<file path="src/rtl/key_queue_ctrl.sv">
// key_queue_ctrl
//   Buffers key codes from the keyboard IO block in a FIFO and delivers
//   them to the CPU. The CPU is interrupted at a limited rate and reads
//   one byte per request.
//
// Ports
//   sys_clk, reset       clock and synchronous active-high reset
//   key_strobe, key_code one-cycle key event and its 8-bit code
//   rd_req               CPU read request (pulse)
//   rd_valid             read response pulse, one cycle after rd_req
//   rd_data              popped code, 0 for an empty read, held until next read
//   rd_empty             the read response found the queue empty
//   irq_en, irq, irq_ack interrupt enable, level interrupt, acknowledge pulse
//   count                queue occupancy, 0..DEPTH
//   overflow, ovf_clr    sticky lost-key flag and its clear
//
// Build option
//   KEYQ_DROP_NULL_EN : when defined, strobes carrying code 0 are discarded
//                       (not stored, no overflow, no interrupt wake-up).
module key_queue_ctrl #(
  parameter int DEPTH   = 8,
  parameter int HOLDOFF = 16
) (
  input  logic                     sys_clk,
  input  logic                     reset,
  input  logic                     key_strobe,
  input  logic [7:0]               key_code,
  input  logic                     rd_req,
  output logic                     rd_valid,
  output logic [7:0]               rd_data,
  output logic                     rd_empty,
  input  logic                     irq_en,
  output logic                     irq,
  input  logic                     irq_ack,
  output logic [$clog2(DEPTH):0]   count,
  output logic                     overflow,
  input  logic                     ovf_clr
);

  localparam int PW = $clog2(DEPTH);
  localparam int CW = PW + 1;
  localparam logic [CW-1:0] FULL_CNT = CW'(DEPTH);
  localparam logic [7:0]    HOLD_LD  = 8'(HOLDOFF);

  typedef enum logic [1:0] {
    S_IDLE,
    S_ASSERT,
    S_HOLD
  } state_t;

  logic [7:0]    mem_q [DEPTH];
  logic [PW-1:0] wr_ptr_q, wr_ptr_d;
  logic [PW-1:0] rd_ptr_q, rd_ptr_d;
  logic [CW-1:0] count_q, count_d;
  logic          overflow_q, overflow_d;
  logic          rd_valid_q, rd_valid_d;
  logic [7:0]    rd_data_q, rd_data_d;
  logic          rd_empty_q, rd_empty_d;
  logic          irq_q, irq_d;
  state_t        state_q, state_d;
  logic [7:0]    timer_q, timer_d;

  logic code_ok;
  logic q_full;
  logic q_empty;
  logic do_pop;
  logic do_push;

`ifdef KEYQ_DROP_NULL_EN
  assign code_ok = (key_code != 8'd0);
`else
  assign code_ok = 1'b1;
`endif

  assign q_full  = (count_q == FULL_CNT);
  assign q_empty = (count_q == '0);
  assign do_pop  = rd_req && !q_empty;
  // A pop in the same cycle frees the slot, so a full queue still accepts.
  assign do_push = key_strobe && code_ok && (!q_full || do_pop);

  // FIFO pointers, occupancy, read response and overflow flag
  always_comb begin
    wr_ptr_d   = wr_ptr_q;
    rd_ptr_d   = rd_ptr_q;
    count_d    = count_q;
    overflow_d = overflow_q;
    rd_valid_d = rd_req;
    rd_data_d  = rd_data_q;
    rd_empty_d = rd_empty_q;

    if (rd_req) begin
      rd_empty_d = q_empty;
      rd_data_d  = q_empty ? 8'd0 : mem_q[rd_ptr_q];
    end

    // Pointers are PW bits wide, so the increment wraps modulo DEPTH.
    if (do_pop)  rd_ptr_d = rd_ptr_q + 1'b1;
    if (do_push) wr_ptr_d = wr_ptr_q + 1'b1;

    case ({do_push, do_pop})
      2'b10:   count_d = count_q + 1'b1;
      2'b01:   count_d = count_q - 1'b1;
      default: count_d = count_q;
    endcase

    // Setting has priority over a simultaneous clear.
    if (key_strobe && code_ok && q_full && !do_pop) overflow_d = 1'b1;
    else if (ovf_clr)                                overflow_d = 1'b0;
  end

  // Interrupt pacing FSM
  always_comb begin
    state_d = state_q;
    timer_d = timer_q;
    case (state_q)
      S_IDLE: begin
        if (!q_empty && irq_en) state_d = S_ASSERT;
      end
      S_ASSERT: begin
        if (irq_ack) begin
          state_d = S_HOLD;
          timer_d = HOLD_LD;
        end else if (!irq_en || q_empty) begin
          state_d = S_IDLE;
        end
      end
      S_HOLD: begin
        timer_d = timer_q - 8'd1;
        // Acks are ignored here; the timer is never reloaded mid-holdoff.
        if (timer_q <= 8'd1) begin
          state_d = S_IDLE;
          timer_d = 8'd0;
        end
      end
      default: begin
        state_d = S_IDLE;
        timer_d = 8'd0;
      end
    endcase
    irq_d = (state_d == S_ASSERT);
  end

  always_ff @(posedge sys_clk) begin
    if (reset) begin
      wr_ptr_q   <= '0;
      rd_ptr_q   <= '0;
      count_q    <= '0;
      overflow_q <= 1'b0;
      rd_valid_q <= 1'b0;
      rd_data_q  <= 8'd0;
      rd_empty_q <= 1'b0;
      irq_q      <= 1'b0;
      state_q    <= S_IDLE;
      timer_q    <= 8'd0;
    end else begin
      wr_ptr_q   <= wr_ptr_d;
      rd_ptr_q   <= rd_ptr_d;
      count_q    <= count_d;
      overflow_q <= overflow_d;
      rd_valid_q <= rd_valid_d;
      rd_data_q  <= rd_data_d;
      rd_empty_q <= rd_empty_d;
      irq_q      <= irq_d;
      state_q    <= state_d;
      timer_q    <= timer_d;
    end
  end

  // Storage is not reset; the pointers alone define what is valid.
  always_ff @(posedge sys_clk) begin
    if (do_push) mem_q[wr_ptr_q] <= key_code;
  end

  assign rd_valid = rd_valid_q;
  assign rd_data  = rd_data_q;
  assign rd_empty = rd_empty_q;
  assign irq      = irq_q;
  assign count    = count_q;
  assign overflow = overflow_q;

endmodule
</file>
<file path="config.mk">
export PLATFORM = sky130hd
export DESIGN_NAME = key_queue_ctrl
export DESIGN_NICKNAME = d
export VERILOG_FILES = /design/src/rtl/key_queue_ctrl.sv
export SDC_FILE = /design/constraint.sdc
export NUM_CORES = 1
export LEC_CHECK = 0
export BUFFER_PORTS_ARGS = -buffer_cell sky130_fd_sc_hd__buf_2
export CAP_MARGIN = 5
export CORE_MARGIN = 3
export CORE_UTILIZATION = 50
export CTS_CLUSTER_SIZE = 8
export DETAILED_ROUTE_END_ITERATION = 10
export PLACE_DENSITY = 0.8
export SYNTH_ARGS = -nofsm -noshare
export SYNTH_HDL_FRONTEND = slang
export SYNTH_SLANG_ARGS = --single-unit
</file>
<file path="constraint.sdc">
create_clock -name sys_clk -period 7.6 [get_ports sys_clk]
set_input_delay 1.52 -clock sys_clk [delete_from_list [all_inputs] [get_ports sys_clk]]
set_output_delay 1.52 -clock sys_clk [all_outputs]
set_load 0.01 [all_outputs]
</file>
; Word-level counts from Yosys, hierarchy flattened
; Memory sizes are Yosys's and may differ from the RTL's. A register that Yosys moved wholly into a read port is not among the register bits.
; Index checks and enable logic that the tools add are counted.
[totals]
regBits = 32
mem_bits_rw = 64
inputBits = 15
wordCells = 57
memories = 1
[classes]
n_addsub = 5
n_lt_le_gt_ge = 1
eq_ne = 7
mux = 16
bitwise_logic = 1
reduce_logical = 16
[mem_list]
columns = name, words, width, read_ports, rd_clocked_by_memory_dff, write_ports, line
row1 = mem_q, 8, 8, 1, 1, 1, 51  ; logic [7:0] mem_q [DEPTH];
[ops]
columns = cell, count
row1 = 2-to-1 mux 8 bit, 3
row2 = one-hot mux 8 bit (3 select lines), 1
row3 = "less-or-equal comparator 8 x 1 -> 1 bit, second input constant", 1
row4 = 2-to-1 mux 2 bit, 4
row5 = one-hot mux 4 bit (2 select lines), 1
row6 = "subtractor 8 x 1 -> 8 bit, second input constant", 1
row7 = "adder 3 x 1 -> 3 bit, second input constant", 2
row8 = "== test 2 x 1 -> 1 bit, second input constant", 3
row9 = 2-to-1 mux 3 bit, 2
row10 = one-hot mux 2 bit (3 select lines), 1
row11 = logical AND 1 bit, 5
row12 = "adder 4 x 1 -> 4 bit, second input constant", 1
row13 = "== test 2 bit, second input constant", 2
row14 = "== test 4 bit, second input constant", 1
row15 = zero test 1 bit, 4
row16 = zero test 4 bit, 1
row17 = 2-to-1 mux 1 bit, 4
row18 = nonzero test 2 bit, 2
row19 = "subtractor 4 x 1 -> 4 bit, second input constant", 1
row20 = zero test 2 bit, 1
row21 = logical OR 1 bit, 2
row22 = "inequality test 2 bit, second input constant", 1
row23 = AND reduction 2 bit, 1
row24 = NOT 1 bit, 1

; Longest topological paths before layout
; Gate-level depths: netlist of the first run.
[logic_depth]
depth_word = 7
mapped_depth = 11
depth_no_buf = 10

; Worst setup path after synthesis of the first run
; Ideal clock, no wire load.
[synth_path]
path_kind = input to register
startpoint = input port rd_req
endpoint = register count_q[3], in the netlist count[3]
arrival_ns = 3.369
setup_slack_ns = 4.161
stages = 8
n_path_buf = 0
cell_sequence = nand2b_1 -> o21ai_0 -> ha_1 -> ha_1 -> a21oi_1 -> a21oi_1 -> or4_1 -> a21oi_1
[synth_between]
elab_chain_cells = 5
word_cells_on_any_way = 7
classes_between = eq/ne: 2 / mux: 1 / reduce/logical: 4
[synth_rtl]
columns = item, line
row1 = start: declaration, 28  ; input logic rd_req,
row2 = logical AND 1 bit (*), 77  ; assign do_pop = rd_req && !q_empty;
row3 = logical OR 1 bit, 79  ; assign do_push = key_strobe && code_ok && (!q_full || do_pop);
row4 = logical AND 1 bit, 79
row5 = == test 2 x 1 -> 1 bit or == test 2 bit (tied branches), 100  ; case ({do_push, do_pop})
row6 = one-hot mux 4 bit (2 select lines) or nonzero test 2 bit (tied branches), --
row7 = end signal: assignment, 158  ; count_q <= count_d;
row8 = end: declaration, 54  ; logic [CW-1:0] count_q, count_d;
; Every way passes the cells marked *; elsewhere a longest branch is shown, timed or not.
; A chain may end at the register's enable or synchronous reset.

; Final worst setup path of the first run
[layout_path]
startpoint = input port rd_req
endpoint = memory mem_q[0][0] (enable)
[layout_between]
elab_chain_cells = 5
[layout_rtl]
columns = item, line
row1 = logical AND 1 bit, 77
row2 = logical OR 1 bit, 79
row3 = logical AND 1 bit, 79
row4 = 2-to-1 mux 1 bit, 171  ; if (do_push) mem_q[wr_ptr_q] <= key_code;
row5 = 2-to-1 mux 1 bit (not written as such), 171
row6 = end: declaration, 51
; No other way between the ends.

==> flow_metrics.py, run 1 <==
metrics = {
    "drt": {
        "vias": 2320,
        "wirelength_um": 7200,
        "post_drt_wl_per_cell_um": 17.6,
        "drt_iter0_drc": 200,
        "first_pass_iters": 4,
        "postRouteAntennaNets": 0,
        "drc": 0,
        "via_per_inst": 5.67,
    },
    "place": {
        "numPortBuffers": 30,
        "postPlaceCellArea_sq_um": 4270,
        "dp_hpwl_um": 4870,
        "gp_congestion": 0.722,
    },
    "global_route": {
        "grt_pass1_vias": 2261,
        "overflow": 0,
        "track_usage": 0.167,
        "grt_max_degree": 20,
        "grt_antenna_before_repair": 0,
        "grt_pass1_wl_um": 11300,
    },
    "floorplan": {
        "ios": 31,
        "chipHeight_um": 96.4,
        "start_util": 0.523,
        "num_rows": 32,
        "die_area_sq_um": 9280,
        "core_area_sq_um": 7810,
        "die_w_um": 96.4,
    },
    "cts": {
        "cts_setup_buffers": 0,
        "cts_resized": 0,
        "htreeDepth": 3,
        "cts_tree": "built",
        "hold_buffers": 0,
        "cts_made_buffers": 9,
        "clkTransAtPathRegs_ns": 0.09,
        "clkLatencyLatePin_ns": 0.35,
        "clockBufferDepth": 2,
        "cts.sinks": 99,
        "cts_root_buf": "clkbuf_8",
    },
    "power_and_ir_drop": {
        "ir_drop_v": 0.000140,
        "powerDensity_nw_per_um2": 312,
        "leakage_nw": 1.61,
    },
    "sta": {
        "hold-worst-slack_ns": 0.486,
        "maxSlewViolCount": 0,
        "min_period_ns": 3.43,
        "slew_headroom": 0.126,
        "finalClockSkew_ns": 0.0129,
        "grt_setup_unrepaired": "false",
        "final.setup.tns_ns": 0,
        "period_share": 0.452,
        "fmax_ghz": 0.291,
        "worst_pin_slew_ns": 1.30,
        "final-setup-viol-count": 0,
        "hold_viol": 0,
    },
    "worst_setup_path": {
        "crit_type": "in -> reg",
        "arrival_ns": 3.40,
        "worst_setup_path_start_kind": "input pin",
        "critPathMaxFanout": 8,
        "end_kind": "flop",
        "worstPathRequired_ns": 7.57,
    },
    "final_layout": {
        "drive_gt1_frac": 0.261,
        "antennaDiodeCount": 0,
        "final_util": 0.571,
        "final_cell_area_sq_um": 4460,
        "area.growth.synth_to_final_pct": 9.17,
        "nNetsFinal": 329,
    },
    "synthesis": {
        "synth_top_area_cell": "edfxtp_1",
        "yosys_warnings": 0,
        "synth-seq-cells": 99,
        "synth_top_area_share": 0.471,
        "netlist_top_cells_area": "edfxtp_1 (47%), dfxtp_1 (17%), mux4_2 (7.7%)",
        "avgSynthCellArea_sq_um": 15.0,
        "syn_area_sq_um": 4080,
        "synth-seq-area-share": 0.643,
        "postSynth.asyncResetShare": 0,
        "synth_edf_count": 64,
        "yosysUniqueCellTypes": 52,
        "netlist_instances": 272,
        "synthFlopType": "edfxtp_1",
        "synth_fp_nets": 299,
    },
    "worst_hold_path": {
        "min_path_type": "reg -> reg",
    },
    "run_status": {
        "status": "completed",
    },
    "job": {
        "max-cap-violations": 0,
    },
}
## per-layer routing
| layer | wire (um) | up-vias | track usage |
|---|---|---|---|
| li1 | - | 1099 | - |
| met1 | 3160 | 1164 | 0.224 |
| met2 | 3650 | 50 | 0.271 |
| met3 | 301 | 7 | 0.0274 |
| met4 | 83 | 0 | 0.0666 |
| met5 | 0 | - | 0 |
## area by class of cell
cell class	instances	area, sq um
timing repair buffer	31	158
sequential	99	2620
multi-input combinational	151	1330
clock inverter	7	60.1
tap	102	128
clock buffer	9	124
fill	602	3350
inverter	10	37.5
## sequential cells by signal, indices dropped and copies added, names as in the netlist, named ones only
| name | count |
|---|---|
| overflow | 1 |
| timer_q | 8 |
| irq | 1 |
| mem_q | 64 |
| wr_ptr_q | 3 |
| count | 4 |
| rd_empty | 1 |
| state_q | 2 |
| rd_data | 8 |
| rd_ptr_q | 3 |
| rd_valid | 1 |
## cell usage in the layout (no fill, tap or decap), types with 3 or more instances in the layout
master     n
mux4_2    14
a21oi_1    9
clkinv_4   3
xnor2_1    4
a31oi_1    3
nand2b_1   3
nand2_1    5
xor2_1     6
and3_2     7
ha_1      11
inv_1     10
nand3_1    5
nor2_1    29
dfxtp_1   35
nor3_1     3
nor4_1     3
buf_2     30
edfxtp_1  64
clkbuf_8   9
a221o_1    7
## power breakdown
group | leakage (nW) | internal [W] | switching (W)
clock network | 0.0961 | 0.000125 | 0.000185
registers | 0.867 | 0.000630 | 0.0000636
logic | 0.643 | 0.000189 | 0.000199
total | 1.61 | 0.000944 | 0.000447
## synthesized netlist by cell type (2+ instances only)
cell / n
a221o_1: 7
nand2b_1: 3
mux4_2: 14
nor2_1: 29
nor3b_1: 2
or2_2: 2
edfxtp_1: 64
nand3_1: 5
nor4_1: 3
nor3_1: 3
dfxtp_1: 35
o41ai_1: 2
xnor2_1: 4
nor2b_1: 2
or4_4: 2
ha_1: 11
and3_2: 7
o211ai_1: 2
and3_1: 2
mux2i_1: 2
buf_6: 4
mux4_1: 2
o21ai_0: 2
a21oi_1: 9
xor2_1: 6
nand2_1: 5
clkbuf_8: 2
a31oi_1: 3
and2_1: 2
clkbuf_1: 5
inv_1: 10
## cell families after synthesis
family	synth area share
DFF	0.643
adders and majority gates	0.0386
AOI/OAI and AO/OA	0.0653
buffers and inverters	0.0325
xor gates and xnor gates	0.0215
muxes	0.0978
and+or+nand+nor	0.102
## per-stage QoR
step / power (W) / instances / setup WS (ns)
3_5_place_dp: 0.00109 / 393 / 3.83
2_1_floorplan: 0.00102 / 272 / 4.16
3_3_place_gp: 0.00108 / 393 / 3.89
4_1_cts: 0.00140 / 409 / 4.16
6_report: 0.00139 / 409 / 4.17
5_1_grt: 0.00147 / 409 / 4.02
## worst max-delay path, stage by stage
cell	delay [ns]
buf_2	0.14
nand2b_1	0.19
o21ai_0	0.18
or2_2	0.37
nor3_1	1.00
## path summary, 6_finish.rpt
kind	from	to	slack, ns	cells after the start
min reg2reg	rd_data[1]	rd_data[1]	0.49	1
max reg2reg	count[0]	count[3]	4.73	8
min	rd_data[1]	rd_data[1]	0.49	1
max	rd_req	mem_q[0][0]	4.17	5
Power figures use the tool's default switching activity.
==> inputs of run 2 (changes only) <==
--- a/config.mk
+++ b/config.mk
@@ -11,7 +11,7 @@
 export CORE_UTILIZATION = 50
 export CTS_CLUSTER_SIZE = 8
 export DETAILED_ROUTE_END_ITERATION = 10
-export PLACE_DENSITY = 0.8
+export PLACE_DENSITY = 0.83
 export SYNTH_ARGS = -nofsm -noshare
 export SYNTH_HDL_FRONTEND = slang
 export SYNTH_SLANG_ARGS = --single-unit
==> constraint.sdc (replaced) <==
create_clock -name sys_clk -period 2.85 [get_ports sys_clk]
set_input_delay 0.57 -clock sys_clk [delete_from_list [all_inputs] [get_ports sys_clk]]
set_output_delay 0.57 -clock sys_clk [all_outputs]
set_load 0.01 [all_outputs]
==> run 2 against run 1 <==
  * Clock-buffer cell count grew 2
  * Cell count grew 2.7%
  * Core utilization grew 0.90 points
  * Design area grew 1.6%
  * Clock power grew to 2.5 times the previous value
  * Non-clock buffer count grew 11
  * Global-route usage grew 0.57 points
  * Hold slack gained 0.00082 ns
  * Critical endpoint is now count[3]
  * Largest power group unchanged
==> flow_metrics.py, run 2 (synthesis results as in run 1) <==
metrics = {
    "final_layout": {
        "multiInputGateArea_sq_um": 1330,
        "drive_gt1_frac": 0.283,
        "fin_cells": 420,
        "final_common_cell": "edfxtp_1",
        "fillers": 617,
        "nNetsFinal": 340,
        "largest_reg_flops": 64,
        "area.growth.synth_to_final_pct": 10.9,
        "antennaDiodeCount": 0,
        "final_cell_mix": "edfxtp_1 (64), dfxtp_1 (34), buf_2 (30)",
        "ff_latch_area_sq_um": 2620,
        "regMostFlops": "mem_q",
    },
    "power_and_ir_drop": {
        "ir_drop_v": 0.000548,
        "leakage_nw": 1.65,
        "powerDensity_nw_per_um2": 813,
    },
    "drt": {
        "first_pass_iters": 4,
        "post_drt_wl_per_cell_um": 17.1,
        "drt_iter0_drc": 92,
        "postRouteAntennaNets": 0,
        "vias": 2326,
        "via_per_inst": 5.54,
        "wirelength_um": 7170,
        "drc": 0,
    },
    "cts": {
        "hold_buffers": 0,
        "cts_tree": "built",
        "cts_resized": 0,
        "cts_root_buf": "clkbuf_8",
        "clkLatencyLatePin_ns": 0.35,
        "cts.sinks": 99,
        "clockBufferDepth": 2,
        "cts_made_buffers": 9,
        "cts_setup_buffers": 0,
        "clkTransAtPathRegs_ns": 0.09,
        "htreeDepth": 3,
    },
    "floorplan": {
        "start_util": 0.523,
        "core_area_sq_um": 7810,
        "die_area_sq_um": 9280,
        "chipHeight_um": 96.4,
        "die_w_um": 96.4,
        "num_rows": 32,
        "ios": 31,
    },
    "sta": {
        "min_period_ns": 2.72,
        "grt_setup_unrepaired": "false",
        "hold_viol": 0,
        "final.setup.tns_ns": 0,
        "final-setup-viol-count": 0,
        "maxSlewViolCount": 0,
        "slew_headroom": 0.470,
        "finalClockSkew_ns": 0.0115,
        "fmax_ghz": 0.368,
        "period_share": 0.954,
        "worst_pin_slew_ns": 0.792,
    },
    "global_route": {
        "grt_antenna_before_repair": 0,
        "grt_pass1_wl_um": 11800,
        "grt_pass1_vias": 2470,
        "grt_max_degree": 20,
        "track_usage": 0.172,
        "overflow": 0,
    },
    "worst_setup_path": {
        "cpMostUsedCell": "a21oi_1",
        "max_stage_delay_ns": 0.59,
        "path_cells": "or4_4 -> nand2_1 -> inv_1 -> ha_1 -> ha_1 -> a21oi_1 -> a21oi_1 -> or4_1 -> a21oi_1",
        "arrival_ns": 3.01,
        "worstPathRequired_ns": 3.14,
        "worst_setup_path_start_kind": "flop",
        "critPathMaxFanout": 7,
        "cp_slowest_cell": "or4_4",
        "end_kind": "flop",
        "crit_type": "reg -> reg",
    },
    "place": {
        "numPortBuffers": 30,
        "gp_congestion": 0.806,
        "dpl.cell_count": 404,
        "dp_hpwl_um": 5010,
    },
    "job": {
        "max-cap-violations": 0,
    },
    "run_status": {
        "status": "completed",
    },
    "worst_hold_path": {
        "min_path_type": "reg -> reg",
    },
}
## run 2: worst max-delay path, delay by kind of cell, from the launching register on
family,cells,cell delay (ns)
compound gates,3,0.47
fa+ha+maj,2,0.56
simple gates,3,1.20
buf+inv,1,0.05
flops,1,0.36
## run 2: per-layer routing
| layer | GRT usage | routed length (um) | vias to the layer above |
|---|---|---|---|
| li1 | - | - | 1111 |
| met1 | 0.208 | 2930 | 1139 |
| met2 | 0.300 | 3760 | 68 |
| met3 | 0.0500 | 380 | 8 |
| met4 | 0.0479 | 104 | 0 |
| met5 | 0 | 0 | - |
## run 2: final timing paths
check	slack [ns]	start	endpoint	cells after the start
worst min-delay path	0.49	rd_data[2]	rd_data[2]	1
worst max-delay path	0.13	count[3]	count[3]	9
worst max register to register	0.13	count[3]	count[3]	9
worst min register to register	0.49	rd_data[2]	rd_data[2]	1
## run 2: area by class of cell
cell class	count	area share
sequential	99	0.580
inverter	10	0.00829
clock buffer	11	0.0312
multi-input combinational	151	0.293
timing repair buffer	42	0.0531
clock inverter	5	0.00636
tap	102	0.0282
## run 2: where the power goes
group          internal, W  leakage, nW  switching, W
clock network     0.000336       0.0828      0.000440
registers          0.00168        0.867      0.000147
logic             0.000527        0.702      0.000550
## run 2: metrics by stage
step / hold slack [ns] / area, sq um / utilization / power (W) / worst slack [ns]
finish: 0.487 / 4530 / 0.580 / 0.00368 / 0.132
global route: 0.491 / 4530 / 0.580 / 0.00393 / 0.00923
CTS: 0.480 / 4520 / 0.579 / 0.00371 / 0.0945
detailed placement: 0.472 / 4350 / 0.558 / 0.00294 / 0.144
global placement: 0.462 / 4350 / 0.558 / 0.00288 / 0.280
floorplan: 0.449 / 4080 / - / 0.00271 / 0.187
